## src/rtl/alien_ship_if.sv

```systemverilog
// Alien ship reader bus: draw coordinates, ship control,
// sprite RAM read port and pixel output to the colour mapper.
interface alien_ship_if #(
  parameter int ADDR_W  = 19,
  parameter int COLOR_W = 24
);
  logic               frame_start;
  logic               pixel_valid;
  logic [9:0]         DrawX;
  logic [9:0]         DrawY;
  logic [9:0]         ship_x;
  logic [9:0]         ship_y;
  logic               spawn;
  logic               hit;
  logic [ADDR_W-1:0]  read_address;
  logic [COLOR_W-1:0] ram_data;
  logic               sprite_on;
  logic [COLOR_W-1:0] sprite_rgb;
  logic [1:0]         ship_state;

  modport master (
    output frame_start, pixel_valid,
    output DrawX, DrawY, ship_x, ship_y,
    output spawn, hit, ram_data,
    input  read_address, sprite_on,
    input  sprite_rgb, ship_state
  );

  modport slave (
    input  frame_start, pixel_valid,
    input  DrawX, DrawY, ship_x, ship_y,
    input  spawn, hit, ram_data,
    output read_address, sprite_on,
    output sprite_rgb, ship_state
  );
endinterface

```

## src/rtl/alien_ship_reader.sv

```systemverilog
// Alien ship sprite RAM reader: box test, address gen,
// 3-stage colour-keyed pixel pipeline and visibility FSM.
module alien_ship_reader #(
  parameter int          SPRITE_W     = 55,
  parameter int          SPRITE_H     = 40,
  parameter int          ADDR_W       = 19,
  parameter int          COLOR_W      = 24,
  parameter logic [23:0] KEY_COLOR    = 24'hFF00FF,
  parameter int          BLINK_FRAMES = 8,
  parameter int          BLINK_COUNT  = 4
) (
  input logic         Clk,
  input logic         Reset_n,
  alien_ship_if.slave bus
);
  localparam logic [1:0] HIDDEN = 2'd0;
  localparam logic [1:0] ACTIVE = 2'd1;
  localparam logic [1:0] BLINK  = 2'd2;
  localparam int FW = $clog2(BLINK_FRAMES);
  localparam int BW = $clog2(2 * BLINK_COUNT);

  logic [9:0]        xl, yl;
  logic [1:0]        state;
  logic [FW-1:0]     frame_cnt;
  logic [BW-1:0]     blink_cnt;
  logic              spawn_pend, hit_pend;
  logic              spawn_evt, hit_evt;
  logic              hit1, hit2;
  logic              visible, in_box, keep;
  logic [10:0]       dx, dy;
  logic [ADDR_W-1:0] addr_next;

  assign dx = {1'b0, bus.DrawX} - {1'b0, xl};
  assign dy = {1'b0, bus.DrawY} - {1'b0, yl};

  assign in_box = bus.pixel_valid
                & ~dx[10] & ~dy[10]
                & (dx < 11'(SPRITE_W))
                & (dy < 11'(SPRITE_H));

  assign addr_next = ADDR_W'(dy) * ADDR_W'(SPRITE_W)
                   + ADDR_W'(dx);

  // events arriving with frame_start are consumed by it
  assign spawn_evt = spawn_pend | bus.spawn;
  assign hit_evt   = hit_pend | bus.hit;

  always_comb begin
    visible = 1'b0;
    unique case (1'b1)
      (state == ACTIVE): visible = 1'b1;
      (state == BLINK):  visible = ~blink_cnt[0];
      default:           visible = 1'b0;
    endcase
  end

  assign keep = hit2 & visible
              & (bus.ram_data != COLOR_W'(KEY_COLOR));

  assign bus.ship_state = state;

  always_ff @(posedge Clk or negedge Reset_n) begin
    if (!Reset_n) begin
      spawn_pend <= 1'b0;
      hit_pend   <= 1'b0;
    end else if (bus.frame_start) begin
      spawn_pend <= 1'b0;
      hit_pend   <= 1'b0;
    end else begin
      spawn_pend <= spawn_evt;
      hit_pend   <= hit_evt;
    end
  end

  always_ff @(posedge Clk or negedge Reset_n) begin
    if (!Reset_n) begin
      state     <= HIDDEN;
      frame_cnt <= '0;
      blink_cnt <= '0;
      xl        <= '0;
      yl        <= '0;
    end else if (bus.frame_start) begin
      xl <= bus.ship_x;
      yl <= bus.ship_y;
      unique case (1'b1)
        (state == HIDDEN): begin
          if (spawn_evt) state <= ACTIVE;
        end
        (state == ACTIVE): begin
          if (hit_evt) begin
            state     <= BLINK;
            frame_cnt <= '0;
            blink_cnt <= '0;
          end
        end
        (state == BLINK): begin
          if (frame_cnt == FW'(BLINK_FRAMES - 1)) begin
            frame_cnt <= '0;
            if (blink_cnt == BW'(2 * BLINK_COUNT - 1))
              state <= HIDDEN;
            else
              blink_cnt <= blink_cnt + 1'b1;
          end else begin
            frame_cnt <= frame_cnt + 1'b1;
          end
        end
        default: state <= HIDDEN;
      endcase
    end
  end

  always_ff @(posedge Clk or negedge Reset_n) begin
    if (!Reset_n) begin
      hit1             <= 1'b0;
      hit2             <= 1'b0;
      bus.read_address <= '0;
      bus.sprite_on    <= 1'b0;
      bus.sprite_rgb   <= '0;
    end else begin
      hit1 <= in_box;
      hit2 <= hit1;
      if (in_box) bus.read_address <= addr_next;
      bus.sprite_on  <= keep;
      bus.sprite_rgb <= keep ? bus.ram_data : '0;
    end
  end
endmodule

```

## src/flat_wrapper.sv

```systemverilog
// flat-port wrapper written by rule: the top's interface ports become plain ports
module alien_ship_reader_flat 
#(
  parameter int          SPRITE_W     = 55,
  parameter int          SPRITE_H     = 40,
  parameter int          ADDR_W       = 19,
  parameter int          COLOR_W      = 24,
  parameter logic [23:0] KEY_COLOR    = 24'hFF00FF,
  parameter int          BLINK_FRAMES = 8,
  parameter int          BLINK_COUNT  = 4
)
  (Clk, Reset_n, bus_frame_start, bus_pixel_valid, bus_DrawX, bus_DrawY, bus_ship_x, bus_ship_y, bus_spawn, bus_hit, bus_ram_data, bus_read_address, bus_sprite_on, bus_sprite_rgb, bus_ship_state);
  alien_ship_if #(.ADDR_W(ADDR_W), .COLOR_W(COLOR_W)) bus_i ();
  input logic Clk;
  input logic Reset_n;
  input wire logic [$bits(bus_i.frame_start)-1:0] bus_frame_start;
  input wire logic [$bits(bus_i.pixel_valid)-1:0] bus_pixel_valid;
  input wire logic [$bits(bus_i.DrawX)-1:0] bus_DrawX;
  input wire logic [$bits(bus_i.DrawY)-1:0] bus_DrawY;
  input wire logic [$bits(bus_i.ship_x)-1:0] bus_ship_x;
  input wire logic [$bits(bus_i.ship_y)-1:0] bus_ship_y;
  input wire logic [$bits(bus_i.spawn)-1:0] bus_spawn;
  input wire logic [$bits(bus_i.hit)-1:0] bus_hit;
  input wire logic [$bits(bus_i.ram_data)-1:0] bus_ram_data;
  output wire logic [$bits(bus_i.read_address)-1:0] bus_read_address;
  output wire logic [$bits(bus_i.sprite_on)-1:0] bus_sprite_on;
  output wire logic [$bits(bus_i.sprite_rgb)-1:0] bus_sprite_rgb;
  output wire logic [$bits(bus_i.ship_state)-1:0] bus_ship_state;
  assign bus_i.frame_start = bus_frame_start;
  assign bus_i.pixel_valid = bus_pixel_valid;
  assign bus_i.DrawX = bus_DrawX;
  assign bus_i.DrawY = bus_DrawY;
  assign bus_i.ship_x = bus_ship_x;
  assign bus_i.ship_y = bus_ship_y;
  assign bus_i.spawn = bus_spawn;
  assign bus_i.hit = bus_hit;
  assign bus_i.ram_data = bus_ram_data;
  assign bus_read_address = bus_i.read_address;
  assign bus_sprite_on = bus_i.sprite_on;
  assign bus_sprite_rgb = bus_i.sprite_rgb;
  assign bus_ship_state = bus_i.ship_state;
  alien_ship_reader #(.SPRITE_W(SPRITE_W), .SPRITE_H(SPRITE_H), .ADDR_W(ADDR_W), .COLOR_W(COLOR_W), .KEY_COLOR(KEY_COLOR), .BLINK_FRAMES(BLINK_FRAMES), .BLINK_COUNT(BLINK_COUNT)) u_core (.Clk(Clk), .Reset_n(Reset_n), .bus(bus_i));
endmodule
```

## config.mk

```make
export PLATFORM = sky130hd
export DESIGN_NAME = alien_ship_reader_flat
export DESIGN_NICKNAME = d
export VERILOG_FILES = /design/src/rtl/alien_ship_if.sv /design/src/rtl/alien_ship_reader.sv /design/src/flat_wrapper.sv
export SDC_FILE = /design/constraint.sdc
export NUM_CORES = 1
export LEC_CHECK = 0
export CAP_MARGIN = 20
export CORE_MARGIN = 4
export CORE_UTILIZATION = 55
export CTS_CLUSTER_SIZE = 8
export DETAILED_ROUTE_END_ITERATION = 8
export PLACE_DENSITY = 0.95
export SYNTH_ARGS = -nofsm -noshare
export SYNTH_HDL_FRONTEND = slang
export SYNTH_SLANG_ARGS = --single-unit
```

## constraint.sdc

```tcl
create_clock -name Clk -period 9.1 [get_ports Clk]
set_input_delay 1.82 -clock Clk [delete_from_list [all_inputs] [get_ports Clk]]
set_output_delay 1.82 -clock Clk [all_outputs]
set_load 0.005 [all_outputs]
```

; Yosys cells after proc, flatten, opt, wreduce, memory -nomap -nowiden
; Index checks and enable logic that the tools add are counted.
; W data, S select, Z words.
[word_totals]
wordCells = 61
reg_bits = 76
[classes]
mul = 1
magnitude_cmp = 2
reduce_logical = 5
n_addsub = 5
mux = 15
bitwise_logic = 11
n_eq_ne = 10
[ops]
columns = operator, n
row1 = $mux W24, 1
row2 = $ne A24 B24 Y1 const B, 1
row3 = $lt A11 B6 Y1 const B, 2
row4 = $sub A10 B10 Y11, 2
row5 = $add A17 B11 Y18, 1
row6 = $mul A11 B6 Y17 const B, 1
row7 = $mux W3, 4
row8 = $pmux W3 S2, 2
row9 = $reduce_and A5 Y1, 2
row10 = $mux W2, 4
row11 = $add A3 B1 Y3 const B, 2
row12 = $and A1 B1 Y1, 6
row13 = $eq A3 B3 Y1 const B, 2
row14 = $ne A2 B2 Y1 const B, 3
row15 = $pmux W2 S3, 1
row16 = $ne A2 B1 Y1 const B, 2
row17 = $not A1 Y1, 3
row18 = $reduce_and A3 Y1, 1
row19 = $eq A2 B1 Y1 const B, 1
row20 = $eq A2 B2 Y1 const B, 1
row21 = $logic_not A2 Y1, 1
row22 = $mux W1, 2
row23 = $or A1 B1 Y1, 2
row24 = $pmux W1 S2, 1
row25 = $reduce_bool A2 Y1, 1

; Longest topological paths before layout
[depth]
depth_word = 6
mapped_depth = 27
ltp_nobuf = 27

; Worst setup path after synthesis
; OpenSTA, ideal clock, no wires.
[synth_path]
path_kind = input to register
startpoint = input bus_DrawY[0]
endpoint = register u_core.bus.read_address[17]
t_arrival_ns = 7.302
setup_slack_ns = 1.674
path_buffers = 0
setup_time_ns = 0.125
stages = 25
path_cell_list = inv_1 ha_1 inv_1 fa_1 a211oi_1 nor2_1 o31ai_1 a21boi_1 xnor2_1 xnor2_1 fa_1 inv_1 fa_1 inv_1 fa_1 inv_1 ha_1 or2_2 a21o_1 nand3_1 a31oi_1 a221o_1 a21oi_1 xor2_1 mux2_2
[synth_via]
elab_chain_cells = 5
elab_cells_between_ends = 8
cone_classes = 2 x add/sub / 1 x mul / 1 x order compare / 4 x bitwise
[synth_lines]
columns = item, line
row1 = start: declaration, flat_wrapper.sv:19  ; input wire logic [$bits(bus_i.DrawY)-1:0] bus_DrawY;
row2 = $sub A10 B10 Y11 *, alien_ship_reader.sv:34  ; assign dy = {1'b0, bus.DrawY} - {1'b0, yl};
row3 = "parallel branches: the longest is 4 deep, another holds $add A17 B11 Y18", -
row4 = end signal: assignment, alien_ship_reader.sv:122  ; if (in_box) bus.read_address <= addr_next;
row5 = end: declaration, alien_ship_if.sv:33  ; output read_address, sprite_on,
; Mark *: on every way between the ends.
; A chain may end at the register's enable or synchronous reset.

; Worst setup path after layout
; Same ends and word-level chain as after synthesis.

==> flow_metrics.tcl <==
set metrics [dict create \
    synth-compound-area-share 0.1359 \
    cts_made_buffers 9 \
    vias 4654 \
    wl_per_cell_um 16.98 \
    cp_data_required_time_ns 9.36 \
    fillCellCount 685 \
    gr-total-overflow 0 \
    dp.cells 821 \
    nets 872 \
    status "completed" \
    synth_edf_count 0 \
    synth_ff_type "dfrtp_1" \
    antenna_found_initial 0 \
    ys_seq_area_frac 0.3267 \
    cap_violations 0 \
    max_slew_margin 0.3528 \
    synth_cell_type_count 51 \
    finalCritPeriodShare 0.9038 \
    register_area_um2 1877 \
    core_area_um2 10230 \
    cts_max_path_buffers 2 \
    crit_path_max_fanout 6 \
    syn_avg_cell_area_um2 9.958 \
    clk_pin_slew_worst_paths_ns 0.09 \
    io_pins 116 \
    num_antenna_cells 0 \
    vias_per_cell 5.560 \
    drt-initial-drc-count 261 \
    async_flop_share 1.000 \
    cts_resized 0 \
    synthSimpleGateAreaFrac 0.1152 \
    dieArea_um2 12150 \
    synth_area_leader_cell "dfrtp_1" \
    grt_first_pass_wirelength_um 22630 \
    grt_pass1_vias 4892 \
    slowest_delay_ns 0.56 \
    port_buffers 114 \
    finalHoldViolCount 0 \
    fmax_mhz 121.6 \
    fp.dieH_um 110.2 \
    final_cell_mix "clkdlybuf4s50_1 (113), inv_1 (89), ha_1 (76), dfrtp_1 (75), nand2_1 (38)" \
    synthXorXnorAreaFrac 0.04268 \
    r2r_end "u_core.bus.read_address[17]" \
    cp.arrival_ns 8.48 \
    clkSinkCount 75 \
    cts.htree.levels 3 \
    reg2reg_from "u_core.yl[1]" \
    worst-path-buf-inv 6 \
    yosysWarningCount 0 \
    min_from "u_core.hit1" \
    critPathLaunchType "primary input" \
    crit_path_frequent_cell "inv_1" \
    syn_to_final_growth_pct 26.13 \
    mostFrequentLayoutCell "clkdlybuf4s50_1" \
    synthCells 577 \
    worst_pin_slew_ns 0.9709 \
    synth_top_area_frac 0.3267 \
    fin_cells 837 \
    final_max_slew_viol_count 0 \
    hpwlAfterDp_um 10930 \
    synthesis.nets 753 \
    cpMaxStageDelayCell "fa_1" \
    ys_ff_latch 75 \
    setup_viol 0 \
    crit_family "adder cells" \
    grt_usage 0.2386 \
    cts_hold_buf 0 \
    wl_um 14210 \
    muxShareOfSynthArea 0.04094 \
    critPathKind "primary input to flip-flop" \
    clock_latency_ns 0.37 \
    hold-path-cell-count 0 \
    drc 0 \
    critPathCaptureType "flip-flop" \
    synth_area_leaders "dfrtp_1 (33%), ha_1 (17%), fa_1 (10%)" \
    start_util 0.5616 \
    postRouteAntennaNets 0 \
    clock-root-buffer "clkbuf_8" \
    min_path_type "flip-flop to flip-flop" \
    worstRegToRegCells 24 \
    min_to "u_core.hit2" \
    synth_top_family_by_area "adder cells" \
    synth-adder-area-share 0.2700 \
    rsz0062_at_grt "false" \
    gp_congestion 0.9034 \
    drive_gt1_frac 0.06562 \
    cts_setup_buffers 0 \
    tns_ns 0 \
    first_pass_iters 5 \
    r2r_slack_ns 2.41 \
    syn_area_um2 5746 \
    period_needed_ns 8.224 \
    multiInputGateArea_um2 3487 \
    cts_tree "built" \
    die-width_um 110.2 \
    rows 37 \
    grt_max_degree 76 \
    skew_ns 0.01651 \
]
## registers in the layout, summed over array words and instances (netlist names)
signal / flops
u_core.bus.read_address: 18
u_core.hit_pend: 1
u_core.blink_cnt: 3
u_core.bus.sprite_rgb: 24
u_core.xl: 10
u_core.yl: 10
u_core.spawn_pend: 1
u_core.frame_cnt: 3
u_core.hit2: 1
u_core.bus.sprite_on: 1
u_core.hit1: 1
u_core.bus.ship_state: 2
## worst register-to-register path: cells and delay by family, from the launching register on
kind                       cells  cell delay (ns)
adders and majority gates      6             2.54
AOI/OAI and AO/OA              7             1.76
and+or+nand+nor                3             0.66
xor gates and xnor gates       3             0.62
DFF                            1             0.37
buffers and inverters          4             0.35
muxes                          1             0.27
## synth_stat cells, types with 5 or more instances
cell / count
a211oi_1: 5
and2_1: 25
o21ai_0: 36
nand2_1: 38
a31oi_1: 5
mux2_1: 8
o21a_1: 6
ha_1: 76
a21oi_1: 20
xnor2_1: 19
mux2_2: 12
inv_1: 89
a21o_1: 16
xor2_1: 9
nor2_1: 25
fa_1: 30
or2_2: 6
clkbuf_1: 7
a22o_1: 5
nor2b_1: 6
dfrtp_1: 75
nand3_1: 5
## metrics by stage
stage | area [um2] | setup WS, ns | util | hold slack (ns)
6_report | 7247 | 0.8759 | 0.7083 | 0.3726
5_1_grt | 7247 | 0.5222 | 0.7083 | 0.3799
4_1_cts | 7247 | 0.9391 | 0.7083 | 0.3706
3_5_place_dp | 7038 | 0.6776 | 0.6879 | 0.3557
3_3_place_gp | 7030 | 0.9065 | 0.6872 | 0.3540
2_1_floorplan | 5746 | 1.674 | - | 0.3312
## how the worst max path moves through the flow
stage                 start                     endpoint  slack, ns  depth (start not counted)
2_1_floorplan  bus_DrawY[0]  u_core.bus.read_address[17]       1.67                         25
3_3_place_gp   bus_DrawY[0]  u_core.bus.read_address[17]       0.91                         26
3_5_place_dp   bus_DrawY[1]  u_core.bus.read_address[17]       0.68                         24
4_1_cts        bus_DrawY[0]  u_core.bus.read_address[17]       0.94                         26
5_1_grt        bus_DrawY[0]  u_core.bus.read_address[17]       0.52                         26
6_report       bus_DrawY[0]  u_core.bus.read_address[17]       0.88                         26
## cells by family (layout without fill, tap and decap cells)
group,after synthesis,after routing
other,1,1
buffers and inverters,100,224
flip-flops,75,75
adder cells (fa/ha/maj),106,106
AO/OA/AOI/OAI,118,118
AND/OR/NAND/NOR,128,128
multiplexers,21,21
XOR/XNOR,28,28
## per-layer routing
layer	global-route usage	share of wire	up-vias
met4	0.09323	0.029	0
met1	0.2817	0.39	2272
li1	-	-	2180
met3	0.05242	0.052	42
met5	0	0	-
met2	0.4224	0.53	160
## final cells by class
cell class	instances	share of cell area
Tap cell	136	0.02348
Timing Repair Buffer	118	0.1609
Clock buffer	10	0.01899
Inverter	90	0.04662
Multi-Input combinational cell	402	0.4812
Sequential cell	75	0.2590
Clock inverter	6	0.009841
Power is not shown: default switching activity piles up to over one toggle a cycle in this logic, so the estimate is an artifact.
==> edit 1, RTL diff (config.mk and constraints unchanged) <==
`BLINK_FRAMES` is set to 8 in 2 places; all go to 16.
--- a/src/rtl/alien_ship_reader.sv
+++ b/src/rtl/alien_ship_reader.sv
@@ -6,7 +6,7 @@
   parameter int          ADDR_W       = 19,
   parameter int          COLOR_W      = 24,
   parameter logic [23:0] KEY_COLOR    = 24'hFF00FF,
-  parameter int          BLINK_FRAMES = 8,
+  parameter int          BLINK_FRAMES = 16,
   parameter int          BLINK_COUNT  = 4
 ) (
   input logic         Clk,
--- a/src/flat_wrapper.sv
+++ b/src/flat_wrapper.sv
@@ -6,7 +6,7 @@
   parameter int          ADDR_W       = 19,
   parameter int          COLOR_W      = 24,
   parameter logic [23:0] KEY_COLOR    = 24'hFF00FF,
-  parameter int          BLINK_FRAMES = 8,
+  parameter int          BLINK_FRAMES = 16,
   parameter int          BLINK_COUNT  = 4
 )
   (Clk, Reset_n, bus_frame_start, bus_pixel_valid, bus_DrawX, bus_DrawY, bus_ship_x, bus_ship_y, bus_spawn, bus_hit, bus_ram_data, bus_read_address, bus_sprite_on, bus_sprite_rgb, bus_ship_state);
Behaviour: no difference found for any inputs over 4 cycles, from zero or initial values and one cycle with Reset_n low; that may be too few to reach the edited logic, so the function may still have changed.
==> edit 1 against the original RTL <==
Final cell count is 1.4% higher. Area after synthesis is 2.7% higher. Utilization is 0.21 points higher. Non-clock buffer count is 2 lower. Die area is 2.5% higher. Cell area is 1.7% higher. Critical endpoint unchanged. Setup slack worse by 0.067 ns. Maximum frequency is 0.81% lower. Sequential cell count is 1 higher. Critical path depth stayed put. Routed wire length is 0.50% higher.
Power is left out: the tool's default activity adds up to more than one toggle a clock period on the data nets, which glitch-free logic cannot reach.
==> edit 1: results (changes against the original RTL) <==
stage	metric	value	unit	change
timing	WHS	0.355	ns	-0.0174 ns
placement	Inst Count DP	833		+1.5%
finish	biggest registers after layout	u_core.bus.sprite_rgb (24), u_core.bus.read_address (18)		
yosys	Synth Net Count	769		+2.1%
route	Detailed Routing Iterations Pass 1	5		unchanged
grt	all-layer global routing usage	23.1	%	-0.74 points
timing	Slew HR	36.9	%	+1.6 points
grt	initial antenna violation count	0		unchanged
yosys	Post-synth ARST share	100	%	unchanged
finish	layout cell share with drive strength beyond 1	7.71	%	+1.2 points
route	via/cell ratio	5.47		-1.6%
clocking	clock root buffer	clkbuf_8		
min_path	hold crit path type	flop to flop		
critical_path	R2R cell count	25		+4.2%
clocking	postcts setup bufs	0		unchanged
clocking	H-tree Lvls	3		unchanged
route	drt total wl	14300	um	+0.50%
finish	nets@finish	887		+1.7%
placement	pre-CTS WS	0.619	ns	-0.0587 ns
yosys	Synth top cells by count	inv_1, ha_1, dfrtp_1		
yosys	Yosys cell types	58		+14%
timing	Worst Skew	0.0125	ns	-0.00397 ns
finish	# diodes	0		unchanged
placement	DP Area	7180	um2	+2.0%
clocking	post-cts sizing count	0		unchanged
grt	vias in the first global route	5018		+2.6%
finish	fillcell total	702		+2.5%
clocking	CTS clk-pin slew, worst paths	0.09	ns	about the same
min_path	worst hold path depth	0		unchanged
yosys	post-synthesis area per instance	10.0	um2	+0.46%
yosys	yosys warns	0		unchanged
finish	Area growth, synth to finish	24.8	%	
clocking	total CTS buffers	9		unchanged
status	outcome	finished, final reports clean		
timing	final hold vios	0		unchanged
critical_path	worst r2r src	u_core.yl[2]		
placement	GPL Wtd Cong	0.871		-3.6%
critical_path	reg-to-reg slack, setup	2.32	ns	-0.09 ns
yosys	synth top area cells	dfrtp_1, ha_1, fa_1		
critical_path	Crit Path Max Fanout	5		-1
route	DRT iter0 DRCs	270		+3.4%
placement	DPL Wire Length	11000	um	+0.22%
timing	setup ws final	0.809	ns	-0.0670 ns
yosys	register area share after synthesis	32.2	%	-0.44 points
placement	I/O Buffers	114		unchanged
grt	first-pass GRT wire length	23500	um	+3.7%
route	via count	4644		-0.21%
min_path	Min-Delay Endpoint	u_core.hit2		
grt	largest net degree at the start of global routing	77		+1.3%
critical_path	Critical Path AT	8.56	ns	+0.08 ns
-- edit 1: cell count changes in the layout (fill, tap and decap cells not counted), moves of 4 or more --
| cell | before | now |
|---|---|---|
| nor3_1 | 4 | 9 |
| o31a_1 | 4 | 0 |
| a21o_1 | 16 | 11 |
| inv_1 | 89 | 95 |
| mux2_1 | 8 | 0 |
| a22o_1 | 5 | 0 |
| mux2_4 | 0 | 8 |
| nor2_1 | 25 | 21 |
| nor2b_1 | 6 | 2 |
| o21ai_0 | 36 | 49 |
-- edit 1: cell type report --
type,instances,share of cell area (%)
multi-input combinational,410,48.8
sequential,76,25.8
timing repair buffer,116,15.7
inverter,95,4.84
tap,136,2.31
clock buffer,9,1.68
clock inverter,7,0.849
-- edit 1: worst max-delay path, cell delays in order --
cell and delay, ns:
clkdlybuf4s50_1 0.47, inv_1 0.05, ha_1 0.24, nand2b_1 0.20
a21oi_1 0.20, o21ai_0 0.17, o2bb2ai_1 0.22, inv_1 0.08
a21oi_1 0.07, o21bai_1 0.22, xor2_1 0.41, fa_1 0.52
fa_1 0.49, fa_1 0.55, inv_1 0.05, fa_1 0.53
inv_1 0.05, ha_1 0.36, and2_1 0.20, o21ai_0 0.15
o31ai_1 0.14, o41a_1 0.39, a221o_1 0.39, o21ai_0 0.20
o21ai_0 0.12, mux2_2 0.27
-- edit 1: cell families after synthesis --
family / synth area share (%)
other cells: 0.0635
compound gates: 13.0
mux: 4.47
simple gates: 11.6
fa+ha+maj: 27.2
flops: 32.2
buf+inv: 6.81
xor+xnor: 4.71
-- edit 1: layer usage --
metal,GRT usage (%),wire (um)
met3,5.98,738
met1,25.7,5590
met5,0,0
met2,42.1,7520
met4,9.25,430
==> edit 2, RTL diff (same settings) <==
Made on the original files. Reset style: synchronous (`Reset_n`), changed in 3 clocked blocks.
--- a/src/rtl/alien_ship_reader.sv
+++ b/src/rtl/alien_ship_reader.sv
@@ -59,7 +59,7 @@
 
   assign bus.ship_state = state;
 
-  always_ff @(posedge Clk or negedge Reset_n) begin
+  always_ff @(posedge Clk) begin
     if (!Reset_n) begin
       spawn_pend <= 1'b0;
       hit_pend   <= 1'b0;
@@ -72,7 +72,7 @@
     end
   end
 
-  always_ff @(posedge Clk or negedge Reset_n) begin
+  always_ff @(posedge Clk) begin
     if (!Reset_n) begin
       state     <= HIDDEN;
       frame_cnt <= '0;
@@ -109,7 +109,7 @@
     end
   end
 
-  always_ff @(posedge Clk or negedge Reset_n) begin
+  always_ff @(posedge Clk) begin
     if (!Reset_n) begin
       hit1             <= 1'b0;
       hit2             <= 1'b0;
Check against the original RTL: differs if Reset_n is asserted again (counterexample within 4 cycles, from zero or initial values and one cycle with Reset_n low); with Reset_n held inactive, the same outputs for 4 cycles.
==> edit 2 against the original RTL <==
Maximum frequency grew 1.6%. Worst hold slack gained 0.089 ns. Routed wire length grew 3.7%. Sequential cell count is the same. Setup slack gained 0.13 ns. Non-clock buffer count shrank 2. Area after synthesis grew 0.98%. First-iteration DRC count grew 10%. Clock skew grew 0.0011 ns. Cell area grew 0.21%.
Power is left out: the tool's default activity adds up to more than one toggle a clock period on the data nets, which glitch-free logic cannot reach.
==> edit 2: results (changes against the original RTL) <==
stage	metric	value	unit	change
timing	Worst Skew	0.0176	ns	+0.00113 ns
route	met3 wire length	779	um	+5.0%
finish	layout cell share with drive strength beyond 1	4.62	%	-1.9 points
finish	nets@finish	931		+6.8%
grt	met2 global-route usage	45.5	%	+3.3 points
finish	Multi-input gate area	3880	um2	+11%
finish	register area	1500	um2	-20%
route	via count	5082		+9.2%
placement	GPL Wtd Cong	0.979		+8.3%
route	drt total wl	14700	um	+3.7%
placement	DP Area	7040	um2	about the same
route	wire length on met1	5630	um	+2.5%
finish	Clock buf/inv share	3.02	%	+0.13 points
grt	first-pass GRT wire length	25200	um	+11%
finish	buffering overhead	15.9	%	-0.17 points
finish	Non-CTS buffers	116		-1.7%
yosys	Synth top cells by count	inv_1, ha_1, dfxtp_1		
yosys	Post-synth ARST share	0	%	-100 points
yosys	synth top area cells	dfxtp_1, ha_1, fa_1		
yosys	register area share after synthesis	25.9	%	-6.8 points
grt	met3 usage	5.40	%	+0.16 points
finish	fillcell total	722		+5.4%
placement	DPL Wire Length	11500	um	+4.8%
grt	largest net degree at the start of global routing	46		-39%
yosys	Yosys cell types	65		+27%
grt	all-layer global routing usage	24.5	%	+0.68 points
route	Detailed Routing Iterations Pass 1	7		+2
route	DRT iter0 DRCs	287		+10%
finish	multi-input gates	461		+15%
placement	pre-CTS WS	0.816	ns	+0.138 ns
finish	number of clock buffers in the layout	9		-1
status	outcome	finished, final reports clean		
edit 2: logic make-up after synthesis:
group	share of synthesized area, %
AO/OA/AOI/OAI	15.7
AND/OR/NAND/NOR	14.9
multiplexers	4.31
adder cells (fa/ha/maj)	27.3
XOR/XNOR	4.51
buffers and inverters	7.29
flip-flops	25.9
other	0.0646
edit 2: final timing paths:
check / to / cells past startpoint / slack, ns / start
setup / recovery: u_core.bus.read_address[17] / 25 / 1.01 / bus_DrawY[0]
hold / removal: u_core.hit2 / 1 / 0.46 / u_core.hit1
setup reg to reg: u_core.bus.read_address[17] / 23 / 2.56 / u_core.yl[0]
hold reg to reg: u_core.hit2 / 1 / 0.46 / u_core.hit1
edit 2: stage by stage:
step / utilization, % / std cells
floorplan: - / 644
global placement: 68.5 / 878
detailed placement: 68.5 / 878
CTS: 70.7 / 894
global route: 70.7 / 894
finish: 70.7 / 894
